<file path="config.mk">
export PLATFORM = sky130hd
export DESIGN_NAME = pc_fetch_unit
export DESIGN_NICKNAME = d
export VERILOG_FILES = /design/src/rtl/pc_fetch_unit.sv
export SDC_FILE = /design/constraint.sdc
export NUM_CORES = 1
export LEC_CHECK = 0
export ABC_AREA = 1
export CAP_MARGIN = 30
export CORE_MARGIN = 1
export CORE_UTILIZATION = 40
export DETAILED_ROUTE_END_ITERATION = 8
export GPL_TIMING_DRIVEN = 1
export PLACE_DENSITY = 0.69
export SLEW_MARGIN = 0
export SYNTH_ARGS = -nofsm -noshare
export SYNTH_HDL_FRONTEND = slang
export SYNTH_SLANG_ARGS = --single-unit
</file>
<file path="constraint.sdc">
create_clock -name clk -period 3.7 [get_ports clk]
set_input_delay 0.74 -clock clk [delete_from_list [all_inputs] [get_ports clk]]
set_output_delay 0.74 -clock clk [all_outputs]
set_load 0.05 [all_outputs]
</file>
<file path="src/rtl/pc_fetch_unit.sv">
// Fetch PC register with next-PC select (sequential / rollback / two relative branches / call-return).
// Optional return-address stack is enabled by defining PC_FETCH_RAS_EN.
module pc_fetch_unit #(
  parameter int PC_W        = 8,
  parameter int IMM_W       = 8,
  parameter int INSTR_BYTES = 4,
  parameter int FETCH_N     = 2,
  parameter int RAS_DEPTH   = 4,
  parameter int RESET_PC    = 0
) (
  input  logic             clk,
  input  logic             res,
  input  logic             stall,
  input  logic             rollback,
  input  logic             branch1,
  input  logic             branch2,
  input  logic             call,
  input  logic             ret,
  input  logic [IMM_W-1:0] immdata,
  output logic [PC_W-1:0]  pc_out,
  output logic             flush,
  output logic             ras_empty,
  output logic             ras_full,
  output logic             ras_err
);

  localparam logic [PC_W-1:0] STEP   = PC_W'(FETCH_N * INSTR_BYTES);
  localparam logic [PC_W-1:0] IBYTES = PC_W'(INSTR_BYTES);
  localparam logic [PC_W-1:0] RST_PC = PC_W'(RESET_PC);

  typedef struct packed {
    logic rollback;
    logic branch1;
    logic branch2;
    logic call;
    logic ret;
  } fetch_req_t;

  fetch_req_t      req;
  logic [PC_W-1:0] pc, pc_nxt, pc_seq, imm_ext, imm_off;
  logic            flush_nxt;
  logic            do_push, do_pop, do_err;

  assign req     = '{rollback: rollback, branch1: branch1, branch2: branch2,
                     call: call, ret: ret};
  assign pc_seq  = pc + STEP;
  assign imm_ext = PC_W'($signed(immdata));
  assign imm_off = imm_ext * IBYTES;

`ifdef PC_FETCH_RAS_EN
  localparam int PTR_W = (RAS_DEPTH > 1) ? $clog2(RAS_DEPTH) : 1;
  localparam int CNT_W = $clog2(RAS_DEPTH + 1);
  localparam logic [PTR_W-1:0] LAST  = PTR_W'(RAS_DEPTH - 1);
  localparam logic [CNT_W-1:0] DEPTH = CNT_W'(RAS_DEPTH);

  // Circular buffer: wr_ptr is the next free slot, the top sits just below it.
  // A push on a full stack overwrites the oldest entry.
  logic [PC_W-1:0]  ras_mem [RAS_DEPTH];
  logic [PTR_W-1:0] wr_ptr, top_ptr, inc_ptr;
  logic [CNT_W-1:0] ras_cnt;
  logic             err_q;

  assign top_ptr   = (wr_ptr == '0) ? LAST : wr_ptr - 1'b1;
  assign inc_ptr   = (wr_ptr == LAST) ? '0 : wr_ptr + 1'b1;
  assign ras_empty = (ras_cnt == '0);
  assign ras_full  = (ras_cnt == DEPTH);
  assign ras_err   = err_q;

  always_ff @(posedge clk) begin
    if (res) begin
      wr_ptr  <= '0;
      ras_cnt <= '0;
      err_q   <= 1'b0;
    end else if (!stall) begin
      if (do_push) begin
        wr_ptr <= inc_ptr;
        if (!ras_full) ras_cnt <= ras_cnt + 1'b1;
      end else if (do_pop) begin
        wr_ptr  <= top_ptr;
        ras_cnt <= ras_cnt - 1'b1;
      end
      if (do_err) err_q <= 1'b1;
    end
  end

  always_ff @(posedge clk) begin
    if (!res && !stall && do_push) ras_mem[wr_ptr] <= pc_seq;
  end
`else
  logic unused_ras_inputs;
  assign unused_ras_inputs = ^{req.call, req.ret};
  assign ras_empty = 1'b1;
  assign ras_full  = 1'b0;
  assign ras_err   = 1'b0;
`endif

  // Next-PC select; first match wins.
  always_comb begin
    pc_nxt    = pc_seq;
    flush_nxt = 1'b0;
    do_push   = 1'b0;
    do_pop    = 1'b0;
    do_err    = 1'b0;
    if (req.rollback) begin
      pc_nxt    = pc + IBYTES;
      flush_nxt = 1'b1;
    end else if (req.branch1) begin
      pc_nxt    = pc + imm_off;
      flush_nxt = 1'b1;
`ifdef PC_FETCH_RAS_EN
      do_push   = req.call;
`endif
    end else if (req.branch2) begin
      pc_nxt    = pc + imm_off + IBYTES;
      flush_nxt = 1'b1;
    end else if (req.ret) begin
`ifdef PC_FETCH_RAS_EN
      if (!ras_empty) begin
        pc_nxt    = ras_mem[top_ptr];
        flush_nxt = 1'b1;
        do_pop    = 1'b1;
      end else begin
        do_err    = 1'b1;
      end
`endif
    end
  end

  always_ff @(posedge clk) begin
    if (res) begin
      pc    <= RST_PC;
      flush <= 1'b0;
    end else if (!stall) begin
      pc    <= pc_nxt;
      flush <= flush_nxt;
    end
  end

  assign pc_out = pc;

endmodule

</file>
# Word-level counts from Yosys, hierarchy flattened
# Cells that the tools add are included.
[op_classes] n_mux=6 n_addsub=4
[ops] op="8-bit 2-to-1 mux" n=3
[ops] op="8-bit by 3-bit adder with 8-bit output (second input constant)" n=2
[ops] op="8-bit by 4-bit adder with 8-bit output (second input constant)" n=1
[ops] op="8-bit adder" n=1
[ops] op="1-bit 2-to-1 mux" n=3
[word_totals] output_inout_bits=12 input_bits=16 ff_bits=9

# Logic depth before layout (Yosys ltp)
[depth] ltp_word=5 ltp_mapped=13

# Least setup slack after synthesis
# No wires, ideal clock.
[synth_path] path_kind="reg2reg" from="register pc[2], in the netlist pc_out[2]" to="register pc[3], in the netlist pc_out[3]" path_stages_with_launch=8 arrival_time_ps=2177 setup_slack_ps=1401 setup_time_ps=121 path_cell_list="dfxtp_1 -> ha_1 -> fa_1 -> ha_1 -> nor3_1 -> a211oi_1 -> a21oi_1 -> a21oi_1"
[synth_via] elab_chain_len=5
[synth_rtl] item="start, declared" line_no="40" text="logic [PC_W-1:0] pc, pc_nxt, pc_seq, imm_ext, imm_off;"
[synth_rtl] item="start signal, assigned" line_no="134" text="pc <= pc_nxt;"
[synth_rtl] item="8-bit adder" line_no="108, 114"
[synth_rtl] item="8-bit by 3-bit adder with 8-bit output" line_no="114" text="pc_nxt = pc + imm_off + IBYTES;"
[synth_rtl] item="8-bit 2-to-1 mux" line_no="113" text="end else if (req.branch2) begin"
[synth_rtl] item="8-bit 2-to-1 mux" line_no="107" text="end else if (req.branch1) begin"
[synth_rtl] item="8-bit 2-to-1 mux (*)" line_no="104" text="if (req.rollback) begin"
# Mark *: on every way between the ends. The rest lies on a longest branch, timed or not.
# A chain may end at the register's enable or synchronous reset.

# Final worst setup path
[layout_path] from="input port immdata[0]" to="register pc[6], in the netlist pc_out[6]"
[layout_via] elab_chain_len=5
[layout_rtl] item="start, declared" line_no="19" text="input logic [IMM_W-1:0] immdata,"
[layout_rtl] item="8-bit adder (*)" line_no="108, 114"
[layout_rtl] item="8-bit by 3-bit adder with 8-bit output" line_no="114"
[layout_rtl] item="8-bit 2-to-1 mux" line_no="113"
[layout_rtl] item="8-bit 2-to-1 mux (*)" line_no="107"
[layout_rtl] item="8-bit 2-to-1 mux (*)" line_no="104"
# Marked as above.

==> results by group <==
Pwr
  • Internal power: 0.192 mW
  • Leak: 0.560 nW
  • Pwr/cell area: 304 nW/um^2
  • NetSw: 0.162 mW
  • Peak supply drop: 0.219 mV
  • Sequential power share: 26.5%
  • Combinational share of power: 53.4%
  • Clk pwr share: 20.1%
  • Net Sw Frac: 45.8%

Floorplan
  • Core box area: 2230 um^2
  • I/O pin count: 28
  • Initial Util: 42.6%
  • Die Ht: 50.8 um
  • Row count: 17
  • Die area: 2580 um^2
  • Die X-Extent: 50.8 um

Routing
  • Total routed wirelength: 2270 um
  • Post-route antenna net violation count: 0
  • DRC Markers: 0
  • Routed len/inst: 11.5 um
  • Total iterations of the first detailed-routing run: 4
  • Total number of vias: 1041
  • Via density per instance: 5.26
  • 1st-iter DRT viols: 52

Global route
  • Vias in the first global route: 888
  • Largest net degree at the start of global routing: 10
  • Gr ovfl total: 0
  • First-pass GRT wire length: 3820 um
  • Total track usage: 19.8%
  • Initial antenna violation count: 0

Critical path
  • R2R cell count: 7
  • Worst Setup Start Kind: input port
  • Delay-heaviest family, CP: adder cells
  • WP data arrival: 2770 ps
  • Cells along the critical path: clkdlybuf4s50_1 > ha_1 > fa_1 > ha_1 > inv_1 > nor2_2 > nand2_1 > nand2_1 > nand3_1 > nand2_1 > nand3_2 > a21oi_2
  • CP Data Required Time: 3900 ps
  • Critical path class: input port to flop
  • Critical Path End Type: flop
  • Slowest cell delay on critical path: 550 ps
  • R2r endpoint: pc_out[3]
  • CP bufs+invs: 2
  • Most frequent CP cell: nand2_1
  • Worst R2R Start: pc_out[2]
  • Crit path max fanout: 3
  • Reg2reg setup slack: 1620 ps
  • Critical-path top delay cell: fa_1

Clock network
  • CTS Sinks: 7
  • Worst-skew pair later-pin latency: 260 ps
  • H-Tree Depth: 1
  • Post-CTS Setup Repair Bufs: 0
  • CTS resizes: 0
  • Hold-fix buffers, CTS: 0
  • Max Buffers Root-to-Sink: 2
  • Clk slew on worst S/H paths: 50 ps
  • CTS root buffer: clkbuf_4
  • CTS tree: done
  • TritonCTS buffer count: 3

STA
  • Setup slack after layout: 1120 ps
  • F_max: 388 MHz
  • Slew Viols, Final: 0
  • Setup TNS: 0 ps
  • Unrepaired setup endpoints after global routing: false
  • Skew final: 3.27 ps
  • Setup-failing EPs final: 0
  • Fin. Hold Viols: 0
  • Final worst path period share: 69.7%
  • Minimum clock period: 2580 ps

Yosys
  • Syn Inst Count: 150
  • Post-synthesis register bit count: 7
  • Register area share after synthesis: 14.7%
  • Avg Cell Area, Syn: 6.34 um^2
  • Warnings from Yosys: 0
  • Cell accounting for the most synthesized area: dfxtp_1
  • Synth Cell Area: 951 um^2
  • Post-synth top area share: 14.7%
  • Top cells by area, synth: dfxtp_1 15%, nand2_1 13%, ha_1 11%
  • Yosys cell types: 25

Layout
  • Area Overhead vs Synth: 22.6%
  • Nets: 196
  • Layout cells sized above 1: 10.0%
  • Most frequent cells in the layout: 34 x nand2_1, 22 x inv_1, 18 x clkdlybuf4s50_1, 14 x o21ai_0, 13 x nand3_1
  • Fill count: 244
  • Antenna Diode Count: 0
  • Most common cell after layout, fill and taps aside: nand2_1

Outcome
  • Status: complete, no violations

Placement
  • # port buffers: 18
  • GPL Wtd Cong: 0.879
  • Worst slack, placed: 886 ps
  • HPWL Detailed: 1850 um

Min path
  • WHS Endpoint: flush
  • Hold Crit Depth: 2
  • Worst hold path type: flop to flop
  • HP Start: flush

Flow run
  • Max-Cap Viols: 0
==> power groups by stage <==
stage          sequential, mW  combinational, mW  clock, mW
4_1_cts                0.0938              0.189     0.0739
5_1_grt                0.0950              0.212     0.0775
6_report               0.0939              0.189     0.0713
3_5_place_dp           0.0954              0.188          0
3_3_place_gp           0.0949              0.184          0
2_1_floorplan           0.114              0.123          0
==> cell usage after synthesis (all sizes together) <==
cell	n
xnor2	1
fa	1
o211ai	1
conb	2
nand2	39
xor2	3
o21ai	14
a221o	1
ha	8
nor2	8
buf	5
nand4	3
inv	22
nand3	18
a31oi	2
nor3	1
a21oi	13
dfxtp	7
a211oi	1
==> worst max path at each step <==
stage | start | end | slack (ps) | depth (start not counted)
floorplan | pc_out[2] | pc_out[3] | 1400 | 7
global placement | immdata[0] | pc_out[7] | 880 | 12
detailed placement | immdata[0] | pc_out[6] | 890 | 12
CTS | immdata[0] | pc_out[6] | 1140 | 12
global route | immdata[0] | pc_out[7] | 1000 | 12
finish | immdata[0] | pc_out[6] | 1120 | 12
==> cells by family after synthesis <==
kind of cell / after synthesis / synth area share, %
adder cells (fa/ha/maj): 9 / 12.6
flip-flops: 7 / 14.7
buffers and inverters: 27 / 12.6
other: 2 / 0.790
XOR/XNOR: 4 / 3.68
AND/OR/NAND/NOR: 69 / 36.6
AO/OA/AOI/OAI: 32 / 18.9
==> worst min-delay path: cells and delay by family, from the launching register on <==
family,cells,cell delay [ps]
compound gates,1,50
flops,1,310
simple gates,1,50
==> flip-flops by register name, summed over array words and instances, names as in the netlist <==
signal / count
pc_out: 6
flush: 1
==> metrics by stage <==
stage / cell area [um^2] / cells / hold WS (ps) / total power [mW] / util [%]
after floorplan: 962 / 153 / 665 / 0.237 / -
after global placement: 1140 / 194 / 446 / 0.279 / 51.0
after detailed placement: 1140 / 194 / 458 / 0.283 / 51.0
after CTS: 1170 / 198 / 465 / 0.357 / 52.2
after global routing: 1170 / 198 / 500 / 0.384 / 52.2
final: 1170 / 198 / 464 / 0.354 / 52.2
==> area by class of cell <==
type	instances	area [um^2]	area share [%]
timing repair buffer	18	180	15.5
sequential	7	140	12.0
multi-input combinational	119	702	60.2
inverter	22	82.6	7.08
tap	28	35.0	3.00
clock buffer	4	26.3	2.25
==> routing by layer <==
metal	global-route usage (%)	up-vias	wire length, um
li1	-	532	-
met1	25.6	467	1070
met2	32.0	38	1050
met3	4.85	4	124
met4	6.48	0	23
met5	0	-	0
(Power assumes the default switching activity.)
